`config.mk`:
```
export PLATFORM = sky130hd
export DESIGN_NAME = store_rmw_ctrl
export DESIGN_NICKNAME = d
export VERILOG_FILES = /design/src/rtl/store_rmw_ctrl.sv
export SDC_FILE = /design/constraint.sdc
export NUM_CORES = 1
export LEC_CHECK = 0
export ABC_AREA = 0
export CORE_AREA = 2 2 92 103
export CTS_CLUSTER_SIZE = 16
export DETAILED_ROUTE_END_ITERATION = 12
export DIE_AREA = 0 0 94 105
export HOLD_SLACK_MARGIN = 0.15
export PLACE_DENSITY = 0.84
export REMOVE_ABC_BUFFERS = 1
export SYNTH_ARGS = -nofsm -noshare
export SYNTH_HDL_FRONTEND = slang
export SYNTH_SLANG_ARGS = --single-unit
```
`constraint.sdc`:
```
create_clock -name clk -period 5.2 [get_ports clk]
set_clock_uncertainty 0.05 [all_clocks]
set_input_delay 0.78 -clock clk [delete_from_list [all_inputs] [get_ports clk]]
set_output_delay 0.78 -clock clk [all_outputs]
set_load 0.01 [all_outputs]
```
`src/rtl/store_rmw_ctrl.sv`:
```
// store_rmw_ctrl
//   Store-path controller for a multi-cycle MIPS datapath. Accepts register B
//   data plus a store size and writes it to word-organised memory. SW is
//   written straight through; SH/SB read the containing word, merge the new
//   lane(s) in, and write the word back. Misaligned or illegal requests are
//   reported with err on the done pulse and never touch memory.
//
// Ports
//   clk        in   system clock, rising edge
//   reset      in   synchronous active-high reset
//   start      in   request pulse, sampled only in IDLE
//   size       in   00=SW, 01=SH, 10=SB, 11=illegal
//   addr       in   byte address of the store
//   wdata      in   store data (low 16/8 bits used for SH/SB)
//   mem_rdata  in   memory read data, valid MEM_LAT cycles after mem_rd
//   mem_addr   out  word-aligned address while busy, 0 in IDLE
//   mem_wdata  out  word to write, driven only during the write cycle
//   mem_rd     out  one-cycle read strobe
//   mem_wr     out  one-cycle write strobe
//   busy       out  high in every state except IDLE
//   done       out  one-cycle completion pulse
//   err        out  qualified by done; request rejected, nothing written
module store_rmw_ctrl #(
  parameter int MEM_LAT = 1  // read latency, legal 1..4
) (
  input  logic        clk,
  input  logic        reset,
  input  logic        start,
  input  logic [1:0]  size,
  input  logic [31:0] addr,
  input  logic [31:0] wdata,
  input  logic [31:0] mem_rdata,
  output logic [31:0] mem_addr,
  output logic [31:0] mem_wdata,
  output logic        mem_rd,
  output logic        mem_wr,
  output logic        busy,
  output logic        done,
  output logic        err
);

  localparam logic [1:0] SZ_W = 2'b00;
  localparam logic [1:0] SZ_H = 2'b01;
  localparam logic [1:0] SZ_B = 2'b10;

  // Counter reloads to MEM_LAT-1 so WAIT lasts exactly MEM_LAT cycles.
  localparam logic [1:0] CNT_INIT = 2'(MEM_LAT - 1);

  typedef enum logic [2:0] {IDLE, READ, WAIT, WRITE, DONE} state_t;

  state_t      state_reg, state_next;
  logic [31:0] addr_q, addr_next;
  logic [1:0]  size_q, size_next;
  logic [31:0] wbuf, wbuf_next;
  logic [1:0]  cnt_reg, cnt_next;
  logic        err_q, err_next;

  logic        cap_err;
  logic [31:0] merged;

  // Alignment / legality decided from the live inputs at capture time.
  assign cap_err = (size == 2'b11) ||
                   ((size == SZ_W) && (addr[1:0] != 2'b00)) ||
                   ((size == SZ_H) && addr[0]);

  // Per-lane merge: a lane takes store data when it is addressed by the
  // captured size/offset, otherwise it keeps the word read from memory.
  // For SH the upper half reuses wbuf[15:0], so lane n draws from
  // wbuf byte (n mod 2); SB always draws from wbuf[7:0].
  generate
    for (genvar gi = 0; gi < 4; gi++) begin : g_lane
      localparam logic [1:0] LANE = 2'(gi);
      logic       sel;
      logic [7:0] src;
      assign sel = ((size_q == SZ_B) && (addr_q[1:0] == LANE)) ||
                   ((size_q == SZ_H) && (addr_q[1] == LANE[1]));
      assign src = (size_q == SZ_B) ? wbuf[7:0] : wbuf[8*(gi%2) +: 8];
      assign merged[8*gi +: 8] = sel ? src : mem_rdata[8*gi +: 8];
    end
  endgenerate

  always_ff @(posedge clk) begin
    if (reset) begin
      state_reg <= IDLE;
      addr_q    <= '0;
      size_q    <= '0;
      wbuf      <= '0;
      cnt_reg   <= '0;
      err_q     <= 1'b0;
    end else begin
      state_reg <= state_next;
      addr_q    <= addr_next;
      size_q    <= size_next;
      wbuf      <= wbuf_next;
      cnt_reg   <= cnt_next;
      err_q     <= err_next;
    end
  end

  always_comb begin
    state_next = state_reg;
    addr_next  = addr_q;
    size_next  = size_q;
    wbuf_next  = wbuf;
    cnt_next   = cnt_reg;
    err_next   = err_q;
    mem_rd     = 1'b0;
    mem_wr     = 1'b0;
    done       = 1'b0;
    err        = 1'b0;
    busy       = 1'b1;
    mem_addr   = {addr_q[31:2], 2'b00};
    mem_wdata  = '0;

    case (state_reg)
      IDLE: begin
        busy     = 1'b0;
        mem_addr = '0;
        if (start) begin
          addr_next = addr;
          size_next = size;
          wbuf_next = wdata;
          err_next  = cap_err;
          if (cap_err)
            state_next = DONE;
          else if (size == SZ_W)
            state_next = WRITE;
          else
            state_next = READ;
        end
      end
      READ: begin
        mem_rd     = 1'b1;
        cnt_next   = CNT_INIT;
        state_next = WAIT;
      end
      WAIT: begin
        if (cnt_reg == 2'd0) begin
          wbuf_next  = merged;
          state_next = WRITE;
        end else begin
          cnt_next = cnt_reg - 2'd1;
        end
      end
      WRITE: begin
        mem_wr     = 1'b1;
        mem_wdata  = wbuf;
        state_next = DONE;
      end
      DONE: begin
        done       = 1'b1;
        err        = err_q;
        state_next = IDLE;
      end
      default: state_next = IDLE;
    endcase
  end

endmodule

```
After elaboration in Yosys (flattened, before gate mapping)
Cells that the tools add are included.
{ "op_classes": {"addsub": 1, "n_eq_ne": 15, "mux": 22, "bitwise": 1, "n_reduce_logical": 26} }
{ "op_table": {"columns": ["operator", "count"], "rows": [
  ["$mux W32", 4],
  ["$pmux W32 S2", 1],
  ["$mux W8", 5],
  ["$pmux W3 S4", 1],
  ["$mux W3", 3],
  ["$eq A2 B2 Y1 const B", 4],
  ["$logic_and A1 B1 Y1", 8],
  ["$ne A2 B2 Y1 const B", 4],
  ["$eq A2 B1 Y1 const B", 3],
  ["$eq A3 B2 Y1 const B", 2],
  ["$logic_not A2 Y1", 3],
  ["$logic_or A1 B1 Y1", 6],
  ["$reduce_and A2 Y1", 3],
  ["$reduce_bool A2 Y1", 3],
  ["$mux W1", 5],
  ["$mux W2", 2],
  ["$pmux W2 S2", 1],
  ["$reduce_and A4 Y1", 1],
  ["$eq A3 B1 Y1 const B", 1],
  ["$eq A3 B3 Y1 const B", 1],
  ["$logic_not A3 Y1", 1],
  ["$reduce_and A3 Y1", 1],
  ["$sub A2 B1 Y2 const B", 1],
  ["$not A1 Y1", 1]
]} }
{ "totals": {"register_bits": 72, "inputBits": 101, "out_inout_bits": 69, "word_cells": 72} }

Longest topological paths before layout
{ "logic_depth": {"word_depth": 7, "ltp_mapped": 9, "ltp_nobuf": 6} }

Least setup slack after synthesis
Ideal clock, no wire load.
{ "synth_path": {"path_type": "register to output", "start": "reg state_reg[0]", "end": "out mem_addr[12]", "arrival_ns": 1.214, "slack_ns": 3.156, "path_stages_with_launch": 5, "path_buffers": 2, "path_cell_list": "dfxtp_1 buf_4 nor3_1 clkbuf_1 nor2b_1"} }
{ "synth_via": {"elab_chain_cells": 2} }
{ "synth_rtl": {"columns": ["element", "line_no", "rtl"], "rows": [
  ["start, declared", "51", "state_t state_reg, state_next;"],
  ["start signal, assigned", "91", "state_reg <= state_next;"],
  ["$logic_not A3 Y1", "115", "case (state_reg)"],
  ["$mux W32", "115", null],
  ["end, declared", "33", "output logic [31:0] mem_addr,"]
]} }
Every way passes these cells.

Worst setup path in the final report
{ "layout_path": {"start": "reg state_reg[0]", "end": "out mem_wdata[0]"} }
{ "layout_via": {"elab_chain_cells": 2} }
{ "layout_rtl": {"columns": ["element", "line_no", "rtl"], "rows": [
  ["$eq A3 B2 Y1", "115", null],
  ["$mux W32", "115", null],
  ["end, declared", "34", "output logic [31:0] mem_wdata,"]
]} }
Every way passes these cells.

==> flow_metrics.env <==
export IMPL_use_met3_pct=4.47
export IMPL_drv_slew=0
export IMPL_grt_max_degree=58
export IMPL_cts_sinks=72
export IMPL_cts_htree_levels=3
export IMPL_grt_ovfl_total=0
export IMPL_synthTopCellsByArea="dfxtp_1, a21oi_1, nand2_1"
export IMPL_ir_drop_uv=123
export IMPL_dpl_instance_area_um2=5610
export IMPL_power_per_cell_area_nw_per_um2=265
export IMPL_routed_wl_um=12000
export IMPL_cts_buffer_depth=2
export IMPL_grt_use_met1_pct=29.0
export IMPL_core_area_um2=8780
export IMPL_synth_compound_area_share_pct=19.3
export IMPL_period_share_pct=70.0
export IMPL_seq_area_frac_synth_pct=36.2
export IMPL_core_rowCount=36
export IMPL_io_buffers=167
export IMPL_hold_path_class="flip-flop to flip-flop"
export IMPL_gp_congestion=0.886
export IMPL_fillCellCount=709
export IMPL_fin_crit_ns=3.64
export IMPL_synth_top_family_by_area="simple AND/OR/NAND/NOR gates"
export IMPL_top_usage_layer="met2"
export IMPL_die_width_um=94
export IMPL_multi_input_area_um2=2310
export IMPL_synth_xor_area_share_pct=0
export IMPL_avgSynthCellArea_um2=7.81
export IMPL_syn_instance_count=509
export IMPL_synthesis_area_um2=3980
export IMPL_setup_tns_ns=0
export IMPL_arrival_ns=2.81
export IMPL_yosys_area_share_simple_pct=31.5
export IMPL_n_antenna_cell=0
export IMPL_seq_area_um2=1440
export IMPL_dp_hpwl_um=8380
export IMPL_cts_setup_buffers=0
export IMPL_antenna_found_initial=0
export IMPL_path_class="flip-flop to primary output"
export IMPL_areaGrowthSynthToFinish_pct=46.6
export IMPL_synth_top_area_share_pct=36.2
export IMPL_drtIter0Drc=193
export IMPL_rr_worst_depth=4
export IMPL_clkTransAtPathRegs_ns=0.08
export IMPL_timing_fmax_ghz=0.275
export IMPL_track_usage_pct=23.7
export IMPL_drive_above_1_share_pct=6.01
export IMPL_ctsHoldBuffers=0
export IMPL_clk_insertion_delay_late_ns=0.34
export IMPL_ys_ff_latch=72
export IMPL_cts_tree="done"
export IMPL_die_area_um2=9870
export IMPL_synthAdderAreaFrac_pct=0.315
export IMPL_ctsResizeCount=0
export IMPL_synth_top_area_cell="dfxtp_1"
export IMPL_gr_usage_met2_pct=40.4
export IMPL_synth_mux_area_share_pct=6.58
export IMPL_dieHeight_um=105
export IMPL_slew_headroom_pct=24.2
export IMPL_yosys_warnings=0
export IMPL_design_area_um2=5830
export IMPL_ant_nets=0
export IMPL_vias=4097
export IMPL_synth_cell_types=40
export IMPL_viasPerCell=5.37
export IMPL_leakage_nw=2.12
export IMPL_worstSetupEndpointType="primary output"
export IMPL_cp_required_ns=4.37
export IMPL_floorplan_initialDensity_pct=45.3
export IMPL_critical_path_max_fanout=33
export IMPL_rsz0062_at_grt="false"
export IMPL_ios=170
export IMPL_numCtsBuffers=9
export IMPL_hold_viol=0
export IMPL_critPathLaunchType="flip-flop"
export IMPL_wl_per_cell_um=15.7
export IMPL_grt_pass1_wl_um=18900
export IMPL_cts_root_buf="clkbuf_8"
export IMPL_drtPass1Iterations=5
export IMPL_grt_pass1_vias=4000
export IMPL_worstMarginPinSlew_ns=1.14
export IMPL_hold_depth=2
export IMPL_setup_viol=0
export IMPL_drc=0
export IMPL_nets=746
export IMPL_status="completed"
export IMPL_cap_viol_max_count=0
cells in the mapped netlist:
| master | number |
|---|---|
| or3b_2 | 1 |
| o31ai_1 | 9 |
| a21oi_1 | 69 |
| mux2i_1 | 16 |
| a21o_1 | 1 |
| or3_1 | 19 |
| nor2b_1 | 33 |
| dfxtp_1 | 72 |
| clkbuf_1 | 31 |
| or4b_2 | 1 |
| ha_1 | 1 |
| nor3b_4 | 1 |
| nor3b_1 | 16 |
| mux2_2 | 9 |
| nand2_1 | 75 |
| buf_1 | 3 |
| buf_4 | 8 |
| o21ai_1 | 1 |
| nor2_1 | 15 |
| nor4b_4 | 1 |
| nand2b_1 | 10 |
| nor4_1 | 1 |
| and3_1 | 2 |
| conb_1 | 1 |
| and4b_1 | 1 |
| or2_2 | 1 |
| o21a_1 | 1 |
| and2_1 | 34 |
| a211oi_2 | 1 |
| a211oi_1 | 16 |
| buf_2 | 7 |
| inv_1 | 4 |
| o22ai_1 | 1 |
| and3b_1 | 1 |
| nor3_1 | 1 |
| nand3b_1 | 9 |
| nor2_2 | 1 |
| o21ai_0 | 24 |
| o211ai_1 | 10 |
| nor4bb_1 | 1 |
layout make-up:
class,count,share of cell area (%)
Clock inverter,6,1.55
Sequential cell,72,24.7
Inverter,4,0.258
Multi-Input combinational cell,385,39.6
Tap cell,114,2.45
Clock buffer,10,2.19
Timing Repair Buffer,172,29.2
logic make-up after synthesis:
group | Yosys count
AO/OA/AOI/OAI | 133
adder cells (fa/ha/maj) | 1
buffers and inverters | 53
flip-flops | 72
multiplexers | 25
other | 1
AND/OR/NAND/NOR | 224
power breakdown:
| part | internal (mW) | switching (mW) | total [mW] | leakage, nW |
|---|---|---|---|---|
| sequential | 0.612 | 0.0471 | 0.659 | 0.592 |
| clock | 0.273 | 0.213 | 0.486 | 0.107 |
| combinational | 0.197 | 0.202 | 0.399 | 1.42 |
cells in the final DEF (no fill, tap or decap), types with 2 or more instances in the layout:
cell type	count
conb_1	2
buf_4	5
or3_1	19
nor3b_1	16
nand3b_1	9
and2_1	34
clkbuf_8	9
a211oi_1	16
clkdlybuf4s50_1	166
nor2b_1	33
inv_6	2
bufinv_16	2
o21ai_0	24
mux2_2	9
mux2i_1	16
nand2b_1	10
a21oi_1	69
o211ai_1	10
inv_1	4
and3_1	2
nor2_2	2
nor2_1	14
nand2_1	75
o31ai_1	9
dfxtp_1	72
path summary, 6_finish.rpt:
kind	slack, ns	to	startpoint
max	1.56	mem_wdata[0]	state_reg[0]
min	0.40	addr_q[15]	addr_q[15]
max reg2reg	2.27	wbuf[9]	state_reg[2]
min reg2reg	0.40	addr_q[15]	addr_q[15]
worst max-delay path: stages, from the launching register on:
cell,delay (ns)
dfxtp_1,0.59
nand2_1,0.19
nor2_2,0.89
and2_1,0.25
clkdlybuf4s50_1,0.55
per-stage QoR:
stage               util [%]  setup WS, ns  hold slack, ns  instances  total power [mW]
finish                  66.4          1.56           0.401        763              1.54
global route            66.4          1.33           0.422        763              1.63
CTS                     66.4          1.57           0.404        763              1.55
detailed placement      63.9          1.89           0.392        747              1.07
global placement        63.9          2.03           0.387        747              1.06
floorplan                  -          1.98           0.376        461             0.870
routing by layer:
metal / vias to the layer above / part of all wire, %
met5: - / 0
met4: 0 / 2.4
met3: 22 / 7.5
met2: 183 / 49
met1: 1871 / 41
li1: 2021 / -
Note: power is estimated with default switching activity, not from simulation.
